File: src/rtl/l1_inference_seq.sv
// Frame sequencer for the layer-1 engine: serial pixel assembly, start/done handshake, activation streaming.
// Optional WAIT-state watchdog and sticky error flag are built only when SEQ_TIMEOUT_EN is defined.
module l1_inference_seq #(
   parameter int N_PIXELS = 64,
   parameter int N_HIDDEN = 48
`ifdef SEQ_TIMEOUT_EN
   ,
   parameter int TIMEOUT_CYCLES = 4095
`endif
) (
   input  logic                    clk,
   input  logic                    rst,
   input  logic                    pix_valid,
   input  logic [1:0]              pix_data,
   output logic                    pix_ready,
   output logic                    l1_start,
   input  logic                    l1_done,
   output logic [2*N_PIXELS-1:0]   l1_pixels_flat,
   output logic [5:0]              l1_read_addr,
   input  logic signed [1:0]       l1_read_data,
   output logic                    h_valid,
   output logic signed [1:0]       h_data,
   output logic [5:0]              h_index,
   output logic                    h_last,
   input  logic                    h_ready,
   output logic                    frame_done,
   output logic                    error
);

   localparam int PIX_W = $clog2(N_PIXELS);

`ifdef SEQ_TIMEOUT_EN
   typedef enum logic [2:0] {IDLE, START, WAIT, RELEASE, STREAM, ERR} state_t;
`else
   typedef enum logic [2:0] {IDLE, START, WAIT, RELEASE, STREAM} state_t;
`endif

   state_t                  state, state_next;
   logic [PIX_W-1:0]        pix_cnt;
   logic                    frame_full;
   logic [5:0]              h_idx;
   logic [2*N_PIXELS-1:0]   pixels;
   logic                    pix_xfer, frame_fill, h_xfer;

   // The buffer only accepts pixels while the engine is not looking at it.
   assign pix_ready      = !frame_full && (state == IDLE || state == STREAM);
   assign pix_xfer       = pix_valid && pix_ready;
   assign frame_fill     = pix_xfer && (pix_cnt == PIX_W'(N_PIXELS - 1));
   assign l1_start       = (state == START) || (state == WAIT);
   assign h_valid        = (state == STREAM);
   assign h_xfer         = h_valid && h_ready;
   assign h_last         = h_valid && (h_idx == 6'(N_HIDDEN - 1));
   assign frame_done     = h_xfer && h_last;
   assign l1_read_addr   = h_idx;
   assign h_index        = h_idx;
   assign h_data         = l1_read_data;
   assign l1_pixels_flat = pixels;

`ifdef SEQ_TIMEOUT_EN
   localparam int TO_W = ($clog2(TIMEOUT_CYCLES + 1) > 13) ? $clog2(TIMEOUT_CYCLES + 1) : 13;
   logic [TO_W-1:0] wait_cnt;
   logic            timeout;

   assign timeout = (wait_cnt == TO_W'(TIMEOUT_CYCLES - 1));
   assign error   = (state == ERR);

   always_ff @(posedge clk) begin
      if (rst)
         wait_cnt <= '0;
      else if (state == START)
         wait_cnt <= '0;
      else if (state == WAIT)
         wait_cnt <= wait_cnt + 1'b1;
   end
`else
   assign error = 1'b0;
`endif

   always_comb begin
      state_next = state;
      case (state)
         IDLE:    if (frame_full) state_next = START;
         START:   state_next = WAIT;
         WAIT: begin
            if (l1_done)
               state_next = RELEASE;
`ifdef SEQ_TIMEOUT_EN
            else if (timeout)
               state_next = ERR;
`endif
         end
         RELEASE: if (!l1_done) state_next = STREAM;
         // A frame completing in the same cycle as the last activation goes straight to START.
         STREAM:  if (frame_done) state_next = (frame_full || frame_fill) ? START : IDLE;
         default: state_next = state;
      endcase
   end

   always_ff @(posedge clk) begin
      if (rst) begin
         state      <= IDLE;
         pix_cnt    <= '0;
         frame_full <= 1'b0;
         h_idx      <= '0;
         pixels     <= '0;
      end else begin
         state <= state_next;
         if (pix_xfer) begin
            pixels[{pix_cnt, 1'b0} +: 2] <= pix_data;
            pix_cnt <= frame_fill ? '0 : pix_cnt + 1'b1;
         end
         if (frame_fill)
            frame_full <= 1'b1;
         else if (state == START)
            frame_full <= 1'b0;
         if (state == RELEASE && !l1_done)
            h_idx <= '0;
         else if (h_xfer)
            h_idx <= h_last ? 6'd0 : h_idx + 6'd1;
      end
   end

endmodule
File: config.mk
export PLATFORM = sky130hd
export DESIGN_NAME = l1_inference_seq
export DESIGN_NICKNAME = d
export VERILOG_FILES = /design/src/rtl/l1_inference_seq.sv
export SDC_FILE = /design/constraint.sdc
export NUM_CORES = 1
export LEC_CHECK = 0
export CORE_UTILIZATION = 45
export DETAILED_ROUTE_END_ITERATION = 8
export GPL_TIMING_DRIVEN = 0
export PLACE_DENSITY = 0.85
export SLEW_MARGIN = 10
export SYNTH_ARGS = -nofsm -noshare
export SYNTH_HDL_FRONTEND = slang
export SYNTH_SLANG_ARGS = --single-unit
File: constraint.sdc
create_clock -name clk -period 7.2 [get_ports clk]
set_input_delay 1.8 -clock clk [delete_from_list [all_inputs] [get_ports clk]]
set_output_delay 1.8 -clock clk [all_outputs]
set_load 0.005 [all_outputs]
== Word level (Yosys, flattened, before mapping) ==
Index checks and enable logic that the tools add are counted.

* Reductions and logical operators: 17
* Equal/unequal tests: 10
* Mux-type cells: 11
* $add $sub $neg: 3
* Shift-type cells: 2

{| class="wikitable"
|+ Operator list
! kind !! number
|-
| 128-bit bitwise mux || 1
|-
| 2-bit by 9-bit variable shift with 128-bit output, first input constant || 1
|-
| 2-bit by 9-bit indexed part select with 128-bit output || 1
|-
| 3-bit one-hot mux with 5 select lines || 1
|-
| 6-bit by 1-bit adder with 6-bit output, second input constant || 2
|-
| 6-bit == test, second input constant || 2
|-
| 3-bit two-way mux || 4
|-
| 6-bit two-way mux || 2
|-
| 7-bit negator with 9-bit output || 1
|-
| 1-bit logical AND || 7
|-
| 3-bit by 2-bit == test with 1-bit output, second input constant || 2
|-
| 2-bit inequality test, second input constant || 3
|-
| 5-bit AND reduction || 1
|-
| 5-bit nonzero test || 1
|-
| 3-bit by 1-bit == test with 1-bit output, second input constant || 1
|-
| 3-bit == test, second input constant || 1
|-
| 3-bit logical NOT || 1
|-
| 1-bit logical OR || 3
|-
| 1-bit two-way mux || 3
|-
| 1-bit logical NOT || 2
|-
| 2-bit by 1-bit inequality test with 1-bit output, second input constant || 1
|-
| 2-bit nonzero test || 1
|-
| 2-bit OR reduction || 1
|}

* Bits in registers: 144
* Word-level logic and storage cells: 48
* Output and inout port bits: 148
* Input port bits: 9

== Logic depth before layout (Yosys ltp) ==
Gate-level depths: netlist of run 1.

* Depth in word-level cells: 9
* Mapped depth: 11
* Depth with buffers taken out: 7

== Worst setup path after synthesis of run 1 ==
No wires, ideal clock.

* Kind: input-to-output
* From: input h_ready
* To: output frame_done
* Required time: 5400 ps
* Arrival time: 1925 ps
* Path buffers: 0
* Stages: 1
* Path slack: 3475 ps
* Path through: and2_1

* Word-level cells in the longest chain between the ends: 2

{| class="wikitable"
|+ RTL lines
! element !! RTL line !! source
|-
| start, declared || 25 || <nowiki>input logic h_ready,</nowiki>
|-
| 1-bit logical AND || 51 || <nowiki>assign h_xfer = h_valid && h_ready;</nowiki>
|-
| 1-bit logical AND || 53 || <nowiki>assign frame_done = h_xfer && h_last;</nowiki>
|-
| end, declared || 26 || <nowiki>output logic frame_done,</nowiki>
|}

No other way between the ends.

== Worst setup path after layout of run 1 ==
Same ends and word-level chain as after synthesis.

==> impl_metrics.env, run 1 <==
export IMPL_wire_per_inst_um=17.5
export IMPL_p_per_area_nw_per_um2=222
export IMPL_multi_input_area_um2=3560
export IMPL_area_growth_pct=33.7
export IMPL_ant_nets=0
export IMPL_fin_util_pct=61.9
export IMPL_ctsResizeCount=0
export IMPL_worstPathArrival_ps=2970
export IMPL_synth_ff_type="dfxtp_1"
export IMPL_setup_worst_path_class="primary input to output pin"
export IMPL_clkLatencyLatePin_ps=420
export IMPL_vias=5739
export IMPL_synth_edf_count=0
export IMPL_grt_max_degree=17
export IMPL_skew_ps=9.07
export IMPL_yosys_register_bits=144
export IMPL_drtIter0Drc=486
export IMPL_vdd_drop_max_v=0.000187
export IMPL_avgSynthCellArea_um2=9.70
export IMPL_worstHoldStart="l1_pixels_flat[8]"
export IMPL_finalHoldViolations=0
export IMPL_port_buffers=153
export IMPL_slew_viol_final=0
export IMPL_wl_mm=18.6
export IMPL_numCtsBuffers=17
export IMPL_rrSetupSlack_ps=3360
export IMPL_post_dp_hpwl_mm=13.6
export IMPL_worstPathRequired_ps=5400
export IMPL_ys_top_cells_by_area="dfxtp_1 43%, mux2i_1 18%, nand2b_1 12%"
export IMPL_synth_cell_type_count=59
export IMPL_std_cell_rows=44
export IMPL_cts_tree="built"
export IMPL_status="finished with violations"
export IMPL_die_area_um2=15600
export IMPL_cp_buffers_inverters=2
export IMPL_post_cts_buffers=0
export IMPL_violations="design-rule violations"
export IMPL_grt_pass1_wl_mm=29.5
export IMPL_hold_path_cell_count=2
export IMPL_ff2ff_path_depth=10
export IMPL_seqCellArea_um2=2880
export IMPL_fillers=1230
export IMPL_yosysWarnings=0
export IMPL_grt_usage_pct=24.3
export IMPL_cp_max_fo=5
export IMPL_antenna_found_initial=0
export IMPL_r2r_start="pix_cnt[0]"
export IMPL_crit_family="buffers and inverters"
export IMPL_detail_route_vias_per_cell=5.39
export IMPL_grt_pass1_vias=5521
export IMPL_final_nets=885
export IMPL_n_antenna_cell=0
export IMPL_synthesis_area_um2=6780
export IMPL_cts_buffer_depth=2
export IMPL_hold_buffers=0
export IMPL_rsz0062_at_grt="false"
export IMPL_worst_pin_slew_ps=1290
export IMPL_die_w_um=125
export IMPL_start_util_pct=46.3
export IMPL_fmax_ghz=0.209
export IMPL_yosys_area_top_type="dfxtp_1"
export IMPL_cap_violations=0
export IMPL_core_area_um2=14600
export IMPL_first_pass_iters=7
export IMPL_synth_top_area_share_pct=42.5
export IMPL_worstHoldPathType="flop to flop"
export IMPL_drc=20
export IMPL_synth_cells=699
export IMPL_die_h_um=125
export IMPL_clkTransAtPathRegs_ps=60
export IMPL_post_route_period_util_pct=66.3
export IMPL_cp_start_kind="primary input"
export IMPL_crit_top_cell="clkdlybuf4s50_1"
export IMPL_period_needed_ps=4770
export IMPL_setup_tns_ps=0
export IMPL_cts_sinks=144
export IMPL_ios=157
export IMPL_slew_headroom_pct=13.8
export IMPL_end_kind="output pin"
export IMPL_finalSetupViolCount=0
export IMPL_ctsHtreeMaxLevel=4
export IMPL_gr_total_overflow=0
export IMPL_routabilityCongestion=0.956
export IMPL_p_leak_uw=0.00359
export IMPL_root_buffer="clkbuf_16"
export IMPL_drive_above_1_share_pct=8.30
export IMPL_critPathSlowestCell="clkdlybuf4s50_1"
export IMPL_whs_endpoint="l1_pixels_flat[8]"
export IMPL_worstPathCellList="clkdlybuf4s50_1 -> and2_1 -> clkdlybuf4s50_1"
export IMPL_ys_seq_area_share_pct=42.5
export IMPL_async_flop_share_pct=0
export IMPL_max_stage_delay_ps=540
export IMPL_syn_num_nets=713
export IMPL_timing_rr_end="l1_pixels_flat[36]"
synth_stat cells (3+ instances only):
library cell and number:
nor2b_1 6, mux2i_1 125, nand2_1 44, ha_1 5, buf_4 12, nor2_1 37, inv_1 5, buf_2 5
and3_1 4, clkbuf_8 6, nand2b_1 126, nor3_1 19, nand3_1 37, and2b_2 3, nand4_1 14, a21oi_1 9
nor4_4 3, xnor2_1 8, o21ai_0 4, dfxtp_1 144, clkbuf_1 25, xor2_1 8
cells by family after synthesis:
logic type	share of synthesized area [%]
AO/OA/AOI/OAI	4.12
XOR/XNOR	2.07
adder cells (fa/ha/maj)	0.923
buffers and inverters	5.09
flip-flops	42.5
multiplexers	18.8
other	0.0553
AND/OR/NAND/NOR	26.4
state kept, by name, indices dropped and copies added, names as in the netlist:
signal          cells
l1_pixels_flat    128
frame_full          1
state               3
pix_cnt             6
h_index             6
power by group:
group	switching [uW]	leakage [uW]	total (uW)	internal (uW)
Clock	321	0.000239	779	458
Combinational	272	0.00219	414	142
Sequential	8.85	0.00116	816	807
cell type report:
cell class | instances | share of cell area (%)
Buffer | 53 | 3.60
Clock buffer | 23 | 5.27
Multi-Input combinational cell | 497 | 39.3
Clock inverter | 5 | 0.386
Inverter | 5 | 0.207
Sequential cell | 144 | 31.8
Tap cell | 184 | 2.54
Timing Repair Buffer | 153 | 16.9
worst min-delay path, delay by kind of cell (launching register included):
family / cells / cell delay (ps)
muxes: 1 / 60
DFF: 1 / 300
and+or+nand+nor: 1 / 60
how the worst max path moves through the flow:
stage,cells past startpoint,endpoint,from,slack [ps]
finish,3,frame_done,h_ready,2430
global route,3,frame_done,h_ready,2400
CTS,3,frame_done,h_ready,2420
detailed placement,3,frame_done,h_ready,2420
global placement,3,frame_done,h_ready,2430
floorplan,1,frame_done,h_ready,3480
cell usage in the layout (no fill, tap or decap), types with 5 or more instances in the layout:
cell | Yosys | final
mux2i_1 | 125 | 125
clkdlybuf4s50_1 | 0 | 153
clkbuf_1 | 25 | 28
clkbuf_8 | 6 | 9
clkbuf_16 | 0 | 17
nor2b_1 | 6 | 6
a21oi_1 | 9 | 9
xnor2_1 | 8 | 8
buf_4 | 12 | 12
buf_2 | 5 | 5
nand2b_1 | 126 | 126
nand4_1 | 14 | 14
nor2_1 | 37 | 37
nand2_1 | 44 | 44
xor2_1 | 8 | 8
inv_1 | 5 | 5
nor3_1 | 19 | 18
ha_1 | 5 | 5
nand3_1 | 37 | 37
dfxtp_1 | 144 | 144
per-stage QoR:
| stage | hold slack (ps) | cell area, um^2 | total power [uW] | setup slack [ps] | instances |
|---|---|---|---|---|---|
| 2_1_floorplan | 465 | 6780 | 1120 | 3480 | 699 |
| 3_3_place_gp | 460 | 8540 | 1230 | 2430 | 1036 |
| 3_5_place_dp | 466 | 8550 | 1230 | 2420 | 1036 |
| 4_1_cts | 477 | 9060 | 2010 | 2420 | 1064 |
| 5_1_grt | 492 | 9060 | 2080 | 2400 | 1064 |
| 6_report | 472 | 9060 | 2010 | 2430 | 1064 |
routing by layer:
| layer | routed length, um | vias up | GRT usage [%] |
|---|---|---|---|
| li1 | - | 2726 | - |
| met3 | 1180 | 40 | 5.07 |
| met4 | 491 | 0 | 11.2 |
| met5 | 0 | - | 0 |
| met1 | 8360 | 2726 | 31.3 |
| met2 | 8590 | 247 | 39.0 |
(Power assumes the default switching activity.)
==> run 2: changes to the inputs <==
==> constraint.sdc (replaced) <==
create_clock -name clk -period 4.9 [get_ports clk]
set_input_delay 1.225 -clock clk [delete_from_list [all_inputs] [get_ports clk]]
set_output_delay 1.225 -clock clk [all_outputs]
set_load 0.005 [all_outputs]
==> results of run 2 <==
Same layout as run 1 (identical final DEF). Status: finished with violations: design-rule violations.
Main changes from that run: setup slack after placement 2420 ps -> 1070 ps; setup slack after layout 2430 ps -> 1060 ps; start point of the critical path h_ready -> pix_cnt[0]; end point of the critical path frame_done -> l1_pixels_flat[36]; register-to-register setup slack 3360 ps -> 1060 ps; total power 2010 uW -> 2950 uW; worst IR drop on VDD 0.000187 V -> 0.000275 V
==> run 3: changes to the inputs <==
==> constraint.sdc (replaced) <==
create_clock -name clk -period 3.65 [get_ports clk]
set_input_delay 0.9125 -clock clk [delete_from_list [all_inputs] [get_ports clk]]
set_output_delay 0.9125 -clock clk [all_outputs]
set_load 0.005 [all_outputs]
==> run 3 against run 2 <==
The run still ends with design-rule violations left. Non-clock buffer count grew 2. Clock power is 35% higher. Combinational power is 38% higher. Cell count is 0.19% higher. Global-route usage is the same. Sequential share of layout area fell by 0.20 points. First-iteration DRC count is 9.5% lower. Critical path depth is the same. Setup slack got worse by 830 ps. Die area did not move. Total power grew 35%. Sequential cell count is the same. Critical path type unchanged. Largest cell class unchanged. Largest power group unchanged.
==> impl_metrics.env, run 3 (synthesis results as in run 1) <==
export IMPL_drc=20
export IMPL_p_leak_uw=0.00360
export IMPL_vias=5777
export IMPL_die_area_um2=15600
export IMPL_core_area_um2=14600
export IMPL_final_nets=887
export IMPL_mostFrequentLayoutCells="153 x clkdlybuf4s50_1, 144 x dfxtp_1, 126 x nand2b_1, 125 x mux2i_1, 44 x nand2_1"
export IMPL_max_stage_delay_ps=780
export IMPL_setup_worst_path_class="flop to flop"
export IMPL_critPathSlowestCell="a2111oi_4"
export IMPL_top_usage_layer="met2"
export IMPL_fillers=1222
export IMPL_worstPathRequired_ps=3940
export IMPL_clkTransAtPathRegs_ps=60
export IMPL_vdd_drop_max_v=0.000376
export IMPL_drtIter0Drc=440
export IMPL_cts_tree="built"
export IMPL_slew_headroom_pct=35.4
export IMPL_die_w_um=125
export IMPL_violations="design-rule violations"
export IMPL_worst_pin_slew_ps=969
export IMPL_period_needed_ps=3420
export IMPL_die_h_um=125
export IMPL_clkLatencyLatePin_ps=430
export IMPL_post_route_period_util_pct=93.7
export IMPL_multi_input_area_um2=3600
export IMPL_grt_pass1_wl_mm=29.4
export IMPL_cts_buffer_depth=2
export IMPL_cp_max_fo=10
export IMPL_worstPathArrival_ps=3710
export IMPL_final_common_cell="clkdlybuf4s50_1"
export IMPL_port_buffers=153
export IMPL_hold_buffers=0
export IMPL_root_buffer="clkbuf_16"
export IMPL_antenna_found_initial=0
export IMPL_worstHoldPathType="flop to flop"
export IMPL_wire_per_inst_um=17.6
export IMPL_finalSetupViolCount=0
export IMPL_end_kind="flop"
export IMPL_std_cell_rows=44
export IMPL_numCtsBuffers=17
export IMPL_rsz0062_at_grt="false"
export IMPL_ios=157
export IMPL_n_antenna_cell=0
export IMPL_grt_pass1_vias=5504
export IMPL_p_per_area_nw_per_um2=437
export IMPL_cts_sinks=144
export IMPL_use_met3_pct=5.20
export IMPL_grt_max_degree=17
export IMPL_routabilityCongestion=0.956
export IMPL_largest_reg_flops=128
export IMPL_detail_route_vias_per_cell=5.42
export IMPL_fmax_ghz=0.292
export IMPL_grt_use_met2_pct=39.0
export IMPL_ant_nets=0
export IMPL_met1_usage_pct=31.3
export IMPL_fin_util_pct=62.3
export IMPL_ctsHtreeMaxLevel=4
export IMPL_worstPathCellList="clkbuf_8 -> clkbuf_1 -> inv_1 -> ha_1 -> buf_2 -> xor2_2 -> a2111oi_4 -> and3_1 -> nand2_1 -> mux2i_1"
export IMPL_seqCellArea_um2=2880
export IMPL_status="finished with violations"
export IMPL_start_util_pct=46.3
export IMPL_cp_start_kind="flop"
export IMPL_slew_viol_final=0
export IMPL_skew_ps=7.68
export IMPL_first_pass_iters=7
export IMPL_area_growth_pct=34.5
export IMPL_drive_above_1_share_pct=8.84
export IMPL_gr_total_overflow=0
export IMPL_post_dp_hpwl_mm=13.6
export IMPL_setup_tns_ps=0
export IMPL_wl_mm=18.7
export IMPL_finalHoldViolations=0
export IMPL_grt_usage_pct=24.3
export IMPL_cap_violations=0
-- run 3: changes by cell type in the layout (fill, tap and decap cells not counted) --
cell | before | now
buf_4 | 12 | 14
o31ai_2 | 1 | 2
xor2_2 | 0 | 1
a2111oi_4 | 0 | 2
o31ai_1 | 1 | 0
nor3_1 | 18 | 17
xor2_1 | 8 | 7
nor3_2 | 1 | 2
a2111oi_2 | 2 | 0
-- run 3: final timing paths --
| kind | from | end | slack (ps) | cells past startpoint |
|---|---|---|---|---|
| max | pix_cnt[0] | l1_pixels_flat[36] | 230 | 10 |
| min | l1_pixels_flat[8] | l1_pixels_flat[8] | 470 | 2 |
| max reg2reg | pix_cnt[0] | l1_pixels_flat[36] | 230 | 10 |
| min reg2reg | l1_pixels_flat[8] | l1_pixels_flat[8] | 470 | 2 |
-- run 3: timing repair --
action	in CTS	in global routing
pin swaps	0	1
cloned	0	0
resized for setup	2	3
setup buffers	0	2
setup endpoints to repair	6	11
-- run 3: layer usage --
layer | wire [um] | part of all wire (%)
met1 | 8400 | 45
met2 | 8590 | 46
met3 | 1210 | 6.5
met4 | 536 | 2.9
met5 | 0 | 0
-- run 3: critical path: cells and delay by family, from the launching register on --
family                   cells  cell delay (ps)
AO/OA/AOI/OAI                1              780
XOR/XNOR                     1              230
adder cells (fa/ha/maj)      1              210
buffers and inverters        4              890
flip-flops                   1              500
multiplexers                 1              160
AND/OR/NAND/NOR              2              500
-- run 3: per-stage QoR --
stage                     instances  total power [uW]  setup WS (ps)  hold slack [ps]  cell area (um^2)
final                          1066              3990            229              474              9120
after floorplan                 699              2210            859              465              6780
after detailed placement       1036              2430           -183              466              8550
after CTS                      1064              3970            155              477              9080
after global routing           1066              4130           65.7              492              9120
after global placement         1036              2420          -78.8              460              8540
-- run 3: area by class of cell --
| type | instances | area share, % |
|---|---|---|
| clock inverter | 5 | 0.384 |
| multi-input combinational | 497 | 39.5 |
| tap | 184 | 2.52 |
| clock buffer | 23 | 5.24 |
| sequential | 144 | 31.6 |
| timing repair buffer | 155 | 17.0 |
| buffer | 53 | 3.58 |
| inverter | 5 | 0.206 |
-- run 3: report_power, final --
part,switching (uW),leakage [uW],internal [uW]
Combinational,552,0.00220,289
Clock,637,0.000239,903
Sequential,17.6,0.00116,1590
Total,1210,0.00360,2780
